===== src/rtl/sound_ioreg_sequencer_pkg.sv =====
// sound_seq_defs: op codes, FSM states and sound IO-register addresses shared by the sequencer and its users
package sound_seq_defs;
  typedef enum logic [1:0] {OP_WRITE = 2'b00, OP_WAIT = 2'b01, OP_JUMP = 2'b10, OP_END = 2'b11} op_e;
  typedef enum logic [2:0] {S_IDLE, S_FETCH, S_DECODE, S_WRITE, S_WAIT, S_HALT} state_e;
  localparam logic [7:0] IOREG_BASE = 8'hFF;
  localparam logic [15:0] NR10 = 16'hFF10;
  localparam logic [15:0] NR52 = 16'hFF26;
  localparam logic [15:0] WAVE_LO = 16'hFF30;
endpackage


===== src/rtl/sound_script_rom.sv =====
// sound_script_rom: synchronous script ROM, one-cycle read latency, contents given by parameter
module sound_script_rom #(
  parameter int ADDR_W = 6,
  parameter logic [23:0] ROM_INIT [2**ADDR_W] = '{default: 24'h0}
) (
  input  logic              I_CLK,
  input  logic [ADDR_W-1:0] addr_i,
  output logic [23:0]       data_o
);
  always_ff @(posedge I_CLK) data_o <= ROM_INIT[addr_i];
endmodule


===== src/rtl/sound_ioreg_sequencer.sv =====
// sound_ioreg_sequencer: fetches 24-bit script commands and issues timed writes on the sound IO-register bus
module sound_ioreg_sequencer
  import sound_seq_defs::*;
#(
  parameter int ADDR_W = 6,
  parameter int WAIT_SCALE = 1024,
  parameter int CNT_W = 26,
  parameter bit USE_ROM = 1'b0,
  parameter logic [23:0] ROM_INIT [2**ADDR_W] = '{default: 24'h0}
) (
  input  logic              I_CLK,
  input  logic              I_RESET,
  input  logic              I_START,
  input  logic              I_STOP,
  output logic [ADDR_W-1:0] O_ROM_ADDR,
  input  logic [23:0]       I_ROM_DATA,
  output logic [15:0]       O_IOREG_ADDR,
  output logic [7:0]        O_IOREG_DATA,
  output logic              O_IOREG_EN,
  output logic              O_IOREG_WE_L,
  output logic              O_IOREG_RE_L,
  output logic              O_BUSY,
  output logic              O_DONE,
  output logic [7:0]        O_LOOP_COUNT
);
  state_e            state_q;
  logic [ADDR_W-1:0] pc_q;
  logic [CNT_W-1:0]  cnt_q;
  logic [15:0]       addr_q;
  logic [7:0]        data_q;
  logic              en_q;
  logic              we_l_q;
  logic              busy_q;
  logic              done_q;
  logic [7:0]        loop_q;
  logic [23:0]       word;
  logic [15:0]       arg;
  logic [CNT_W-1:0]  wait_load;
  logic              unused_rsvd;

  if (USE_ROM) begin : g_rom
    sound_script_rom #(.ADDR_W(ADDR_W), .ROM_INIT(ROM_INIT)) u_rom (
      .I_CLK (I_CLK),
      .addr_i(pc_q),
      .data_o(word)
    );
  end else begin : g_ext
    assign word = I_ROM_DATA;
  end

  assign arg         = word[15:0];
  assign unused_rsvd = ^word[21:16];
  assign wait_load   = CNT_W'(arg) * CNT_W'(WAIT_SCALE) - CNT_W'(1);

  always_ff @(posedge I_CLK) begin
    if (I_RESET) begin
      state_q <= S_IDLE;
      pc_q    <= '0;
      cnt_q   <= '0;
      addr_q  <= '0;
      data_q  <= '0;
      en_q    <= 1'b0;
      we_l_q  <= 1'b1;
      busy_q  <= 1'b0;
      done_q  <= 1'b0;
      loop_q  <= '0;
    end else if (I_STOP) begin
      state_q <= S_IDLE;
      en_q    <= 1'b0;
      we_l_q  <= 1'b1;
      busy_q  <= 1'b0;
      done_q  <= 1'b0;
    end else begin
      en_q   <= 1'b0;
      we_l_q <= 1'b1;
      case (state_q)
        S_IDLE, S_HALT: if (I_START) begin
          state_q <= S_FETCH;
          pc_q    <= '0;
          loop_q  <= '0;
          busy_q  <= 1'b1;
          done_q  <= 1'b0;
        end
        S_FETCH: state_q <= S_DECODE;
        S_DECODE: case (op_e'(word[23:22]))
          OP_WRITE: begin
            state_q <= S_WRITE;
            addr_q  <= {IOREG_BASE, arg[15:8]};
            data_q  <= arg[7:0];
            en_q    <= 1'b1;
            we_l_q  <= 1'b0;
          end
          OP_WAIT: begin
            state_q <= (arg == '0) ? S_FETCH : S_WAIT;
            pc_q    <= (arg == '0) ? pc_q + ADDR_W'(1) : pc_q;
            cnt_q   <= wait_load;
          end
          OP_JUMP: begin
            state_q <= S_FETCH;
            pc_q    <= arg[ADDR_W-1:0];
            loop_q  <= loop_q + 8'd1;
          end
          default: begin
            state_q <= S_HALT;
            busy_q  <= 1'b0;
            done_q  <= 1'b1;
          end
        endcase
        S_WRITE: begin
          state_q <= S_FETCH;
          pc_q    <= pc_q + ADDR_W'(1);
        end
        S_WAIT: begin
          state_q <= (cnt_q == '0) ? S_FETCH : S_WAIT;
          pc_q    <= (cnt_q == '0) ? pc_q + ADDR_W'(1) : pc_q;
          cnt_q   <= (cnt_q == '0) ? cnt_q : cnt_q - CNT_W'(1);
        end
        default: state_q <= S_IDLE;
      endcase
    end
  end

  assign O_ROM_ADDR   = pc_q;
  assign O_IOREG_ADDR = addr_q;
  assign O_IOREG_DATA = data_q;
  assign O_IOREG_EN   = en_q;
  assign O_IOREG_WE_L = we_l_q;
  assign O_IOREG_RE_L = 1'b1;
  assign O_BUSY       = busy_q;
  assign O_DONE       = done_q;
  assign O_LOOP_COUNT = loop_q;
endmodule

===== config.mk =====
export PLATFORM = sky130hd
export DESIGN_NAME = sound_ioreg_sequencer
export DESIGN_NICKNAME = d
export VERILOG_FILES = /design/src/rtl/sound_ioreg_sequencer_pkg.sv /design/src/rtl/sound_script_rom.sv /design/src/rtl/sound_ioreg_sequencer.sv
export SDC_FILE = /design/constraint.sdc
export NUM_CORES = 1
export LEC_CHECK = 0
export ABC_AREA = 0
export CAP_MARGIN = 15
export CELL_PAD_IN_SITES_DETAIL_PLACEMENT = 1
export CELL_PAD_IN_SITES_GLOBAL_PLACEMENT = 2
export CORE_ASPECT_RATIO = 1.1
export CORE_UTILIZATION = 33
export DETAILED_ROUTE_END_ITERATION = 10
export PLACE_DENSITY = 0.82
export SLEW_MARGIN = 0
export SYNTH_ARGS = -nofsm -noshare
export SYNTH_HDL_FRONTEND = slang
export SYNTH_HIERARCHICAL = 1
export SYNTH_SLANG_ARGS = --single-unit

===== constraint.sdc =====
create_clock -name I_CLK -period 5.65 [get_ports I_CLK]
set_clock_uncertainty 0.2 [all_clocks]
set_input_delay 1.13 -clock I_CLK [delete_from_list [all_inputs] [get_ports I_CLK]]
set_output_delay 1.13 -clock I_CLK [all_outputs]
set_load 0.1 [all_outputs]

Word level (Yosys, flattened, before mapping)

Index checks and enable logic that the tools add are counted.

Muxes and demuxes: 24
Add/sub/neg operators: 4
Equality and inequality tests: 15
Reductions and logical operators: 16
Bitwise gates (word level): 2

Operators with widths:

| operator              | number |
|---|---|
| $mux 26               | 2 |
| $pmux 26 s2           | 1 |
| $sub 26x1->26 const B | 2 |
| $logic_not 26->1      | 1 |
| $pmux 6 s4            | 1 |
| $mux 6                | 3 |
| $logic_not 16->1      | 1 |
| $mux 8                | 2 |
| $pmux 8 s2            | 1 |
| $pmux 3 s5            | 1 |
| $ne 2x2->1 const B    | 6 |
| $pmux 6 s2            | 1 |
| $mux 3                | 3 |
| $pmux 3 s3            | 1 |
| $add 8x1->8 const B   | 1 |
| $reduce_and 4->1      | 2 |
| $add 6x1->6 const B   | 1 |
| $eq 3x2->1 const B    | 2 |
| $eq 3x3->1 const B    | 2 |
| $mux 1                | 6 |
| $ne 3x3->1 const B    | 2 |
| $reduce_and 3->1      | 2 |
| $reduce_and 6->1      | 1 |
| $reduce_or 3->1       | 2 |
| other kinds (10)      | 14 |

Flip-flop bits (word level): 64
Output and inout port bits: 43
Input port bits: 28
Logic and storage cells: 71

Logic depth before layout (Yosys ltp)

Depth after elaboration: 4
Depth in mapped cells: 9
Mapped depth without buffers: 8

Least setup slack after synthesis

No wires, ideal clock.

Path type: input to register
Start point: input I_ROM_DATA[7]
End point: register pc_q[1] (netlist: O_ROM_ADDR[1])
Path buffers: 0
Library setup time: 0.137 ns
Slack: 2.513 ns
Data required time: 5.313 ns
Cell stages on the path: 6
Arrival: 2.800 ns
Cells stage by stage: or4_1 -> nand2b_1 -> nor4_1 -> o211ai_2 -> a211oi_1 -> a211oi_1

Word-level cells in the longest chain between the ends: 3

Ends and longest elaborated chain:

| what                              | line                         | source |
|---|---|---|
| start: declaration                | sound_ioreg_sequencer.sv:16  | `input logic [23:0] I_ROM_DATA,` |
| $logic_not 16->1                  | sound_ioreg_sequencer.sv:95  | `pc_q <= (arg == '0) ? pc_q + ADDR_W'(1) : pc_q;` |
| $ne 3x3->1 (no source line)       | --                           |  |
| $reduce_and 6->1 (no source line) | --                           |  |
| end signal: assignment            | sound_ioreg_sequencer.sv:95  |  |
| end signal: assignment            | sound_ioreg_sequencer.sv:100 | `pc_q <= arg[ADDR_W-1:0];` |
| end signal: assignment            | sound_ioreg_sequencer.sv:111 | `pc_q <= pc_q + ADDR_W'(1);` |
| end: declaration                  | sound_ioreg_sequencer.sv:27  | `logic [ADDR_W-1:0] pc_q;` |

Every way passes these cells.
A chain may end at the register's enable or synchronous reset.

Final worst setup path

Start point: input I_ROM_DATA[7]
End point: register pc_q[5] (netlist: O_ROM_ADDR[5])

The elaborated chain is that of the path after synthesis.

==> metrics.md <==
| Metric | Value |
|---|---|
| Setup TNS | `0 ns` |
| Clk_lat worst skew | `0.34 ns` |
| Crit Path Category | `in2reg` |
| CP startpoint | `I_ROM_DATA[7]` |
| Fin crit period | `3.82 ns` |
| DP HPWL | `8.34 mm` |
| P_leak | `1.83 nW` |
| Non-filler cells in the finished layout | `662` |
| CP arrival | `roughly 3.8 ns` |
| Final Worst Setup Slack | `~1.8 ns` |
| Setup violations, final | `0` |
| CP Capture Point | `O_ROM_ADDR[5]` |
| Status | `finished clean` |
| R2r startpoint | `state_q[2]` |
| Grt total ovfl | `0` |
| CTS tree | `done` |
| Endpoints failing hold | `0` |
| #FFs+latches synth | `64` |
| Ant diodes | `0` |
| Overall via count from detail_route | `between 3000 and 4000` |
| Layout cells sized above 1 | `8.16%` |
| Cells after Synth | `461` |
| Hold buffers post-CTS | `0` |
| FP Rows | `40` |
| Dpl ws | `1.46 ns` |
| Fmax achieved | `roughly 260 MHz` |
| Avg Cell Area, Syn | `just over 8 sq um` |
| Req. time, crit path | `between 5 and 6 ns` |
| RSZ-0062 raised after global routing | `no` |
| First-pass GRT wire length | `19.2 mm` |
| Clock transition at path regs | `around 0.06 ns` |
| Crit start category | `input port` |
| WL final | `between 10 and 15 mm` |
| Reg2reg path depth | `6` |
| Slew Limit Fails | `0` |
| Synth Net Count | `498` |
| Post-synth top area share | `between 30% and 40%` |
| Total setup buffers inserted after CTS | `0` |
| DRT iter0 DRCs | `97` |
| Syn. warnings | `6` |
| GP Congestion | `0.822` |
| # clock sinks | `64` |
| Antenna Nets Post-Route | `0` |
| Worst-Margin Slew | `1.14 ns` |
| Yosys cell types | `66` |
| Initial Util | `about a third` |
| R2R Path End | `cnt_q[6]` |
| Final Cycle Share | `67.7%` |
| Port bufs | `63` |
| Post-synth EDFFs | `0` |
| Die area | `approximately 12000 sq um` |
| Inst Count DP | `~650` |
| GRT Overall Usage | `just over 20%` |
| Core Region | `~11000 sq um` |
| Worst relative slew slack | `around a quarter` |
| Area grow syn2layout | `24.0%` |
| Pwr/cell area | `~230 nW/um^2` |
| Post-synthesis sequential area ratio | `roughly 34%` |
| CTS Buf Count | `9` |
| Die height | `approximately 110 microns` |
| Flop2flop setup slack | `between 2 and 2.5 ns` |
| Worst Hold Class | `reg2reg` |
| Critical Path Fanout Max | `9` |
| Vias per cell | `approximately 5.5` |
| Wire per inst | `around 18 microns` |
| Clk root buf | `clkbuf_16` |
| Residual DRC | `0` |
| Vias in the first global route | `roughly 3700` |
| Post-Syn Area | `~3800 sq um` |
| Leading area contributor after synthesis | `dfxtp_1` |
| Longest Clk Path Bufs | `2` |
| Antenna violations before repair | `0` |
| Max-cap violation count | `0` |
| Largest net degree at the start of global routing | `between 50 and 60` |
| IO Count | `71` |
| Peak VDD IR | `between 0.1 and 0.15 mV` |
| Die span in x | `approximately 100 microns` |
| Cts repair resizes | `0` |
| FFs w/ async S/R, synth | `0%` |
| Fin nets | `around 550` |
| Post-synth top cells | `dfxtp_1, nor2_1, a21oi_1` |
| Crit end category | `flop` |
| First-pass DRT Iterations | `4` |
| Most common flop cell mapped by yosys | `dfxtp_1` |
| H-tree level count | `3` |
| Synth top area cells | `dfxtp_1, nor2_1, mux2i_1, a21oi_1, xor2_1` |
==> registers in the layout, summed over array words and instances (netlist names) <==
name,cells
O_LOOP_COUNT,8
O_IOREG_ADDR,9
O_BUSY,1
O_IOREG_WE_L,1
O_IOREG_DATA,8
O_DONE,1
state_q,3
cnt_q,26
O_ROM_ADDR,6
O_IOREG_EN,1
==> worst max-delay path: stages <==
cell and delay, ns:
clkdlybuf4s50_1 0.53, or4_1 0.62, nand2b_1 0.21, nor4_1 0.66, o211ai_2 0.33, o21ai_0 0.25
a21oi_1 0.09
==> cell usage in the layout, fill, tap and decap left out, drive strengths merged, types with 9 or more instances in the layout <==
master	count
or3	13
o21ai	21
clkbuf	9
nand2	29
nand3	10
nor4	18
xor2	19
clkdlybuf4s50	62
mux2i	18
inv	16
nor3	12
nor2	64
ha	9
a21oi	36
dfxtp	64
==> report_power, final <==
part	total (mW)	internal, mW	switching (mW)
clock	0.517	0.296	0.221
combinational	0.126	0.0443	0.0818
sequential	0.460	0.455	0.00499
total	1.10	0.795	0.307
==> routing by layer <==
layer | global-route usage, % | routed length [microns] | vias to the layer above | part of all wire [%]
met2 | 36.0 | 5810 | 71 | 50
met3 | 3.36 | 361 | 15 | 3.1
li1 | - | - | 1770 | -
met5 | 0 | 0 | - | 0
met1 | 24.5 | 5230 | 1754 | 45
met4 | 8.29 | 196 | 0 | 1.7
==> area by class of cell <==
type | instances | area [sq um]
fillers | 1300 | 6340
inverters | 15 | 56.3
well taps | 147 | 184
multi-input cells | 353 | 2270
flip-flops and latches | 64 | 1280
repair buffers | 67 | 656
clock inverters | 7 | 47.5
clock buffers | 9 | 225
==> stage by stage <==
| step | util (%) | hold WS, ns | power, mW | cell area (sq um) |
|---|---|---|---|---|
| finish | 42.7 | 0.267 | 1.10 | 4720 |
| global placement | 40.2 | 0.250 | 0.594 | 4450 |
| global route | 42.7 | 0.298 | 1.14 | 4720 |
| CTS | 42.7 | 0.283 | 1.12 | 4720 |
| detailed placement | 40.2 | 0.275 | 0.595 | 4450 |
| floorplan | - | 0.245 | 0.551 | 3810 |
==> kinds of logic (layout without fill, tap and decap cells) <==
group | Yosys count | in the layout | synth area share, %
buf+inv | 44 | 98 | 6.67
xor+xnor | 27 | 27 | 6.21
flops | 64 | 64 | 33.7
mux | 19 | 19 | 5.03
other cells | 1 | 1 | 0.0985
simple gates | 192 | 192 | 26.1
compound gates | 105 | 105 | 19.3
fa+ha+maj | 9 | 9 | 2.96
==> how the worst min path moves through the flow <==
| stage | depth (start not counted) | slack (ns) | to | from |
|---|---|---|---|---|
| finish | 2 | 0.27 | O_BUSY | O_BUSY |
| global route | 2 | 0.30 | O_BUSY | O_BUSY |
| CTS | 2 | 0.28 | O_BUSY | O_BUSY |
| detailed placement | 2 | 0.27 | O_BUSY | O_BUSY |
| global placement | 2 | 0.25 | O_BUSY | O_BUSY |
| floorplan | 2 | 0.24 | cnt_q[24] | cnt_q[24] |
No activity file was read; power rests on OpenSTA's default activity.
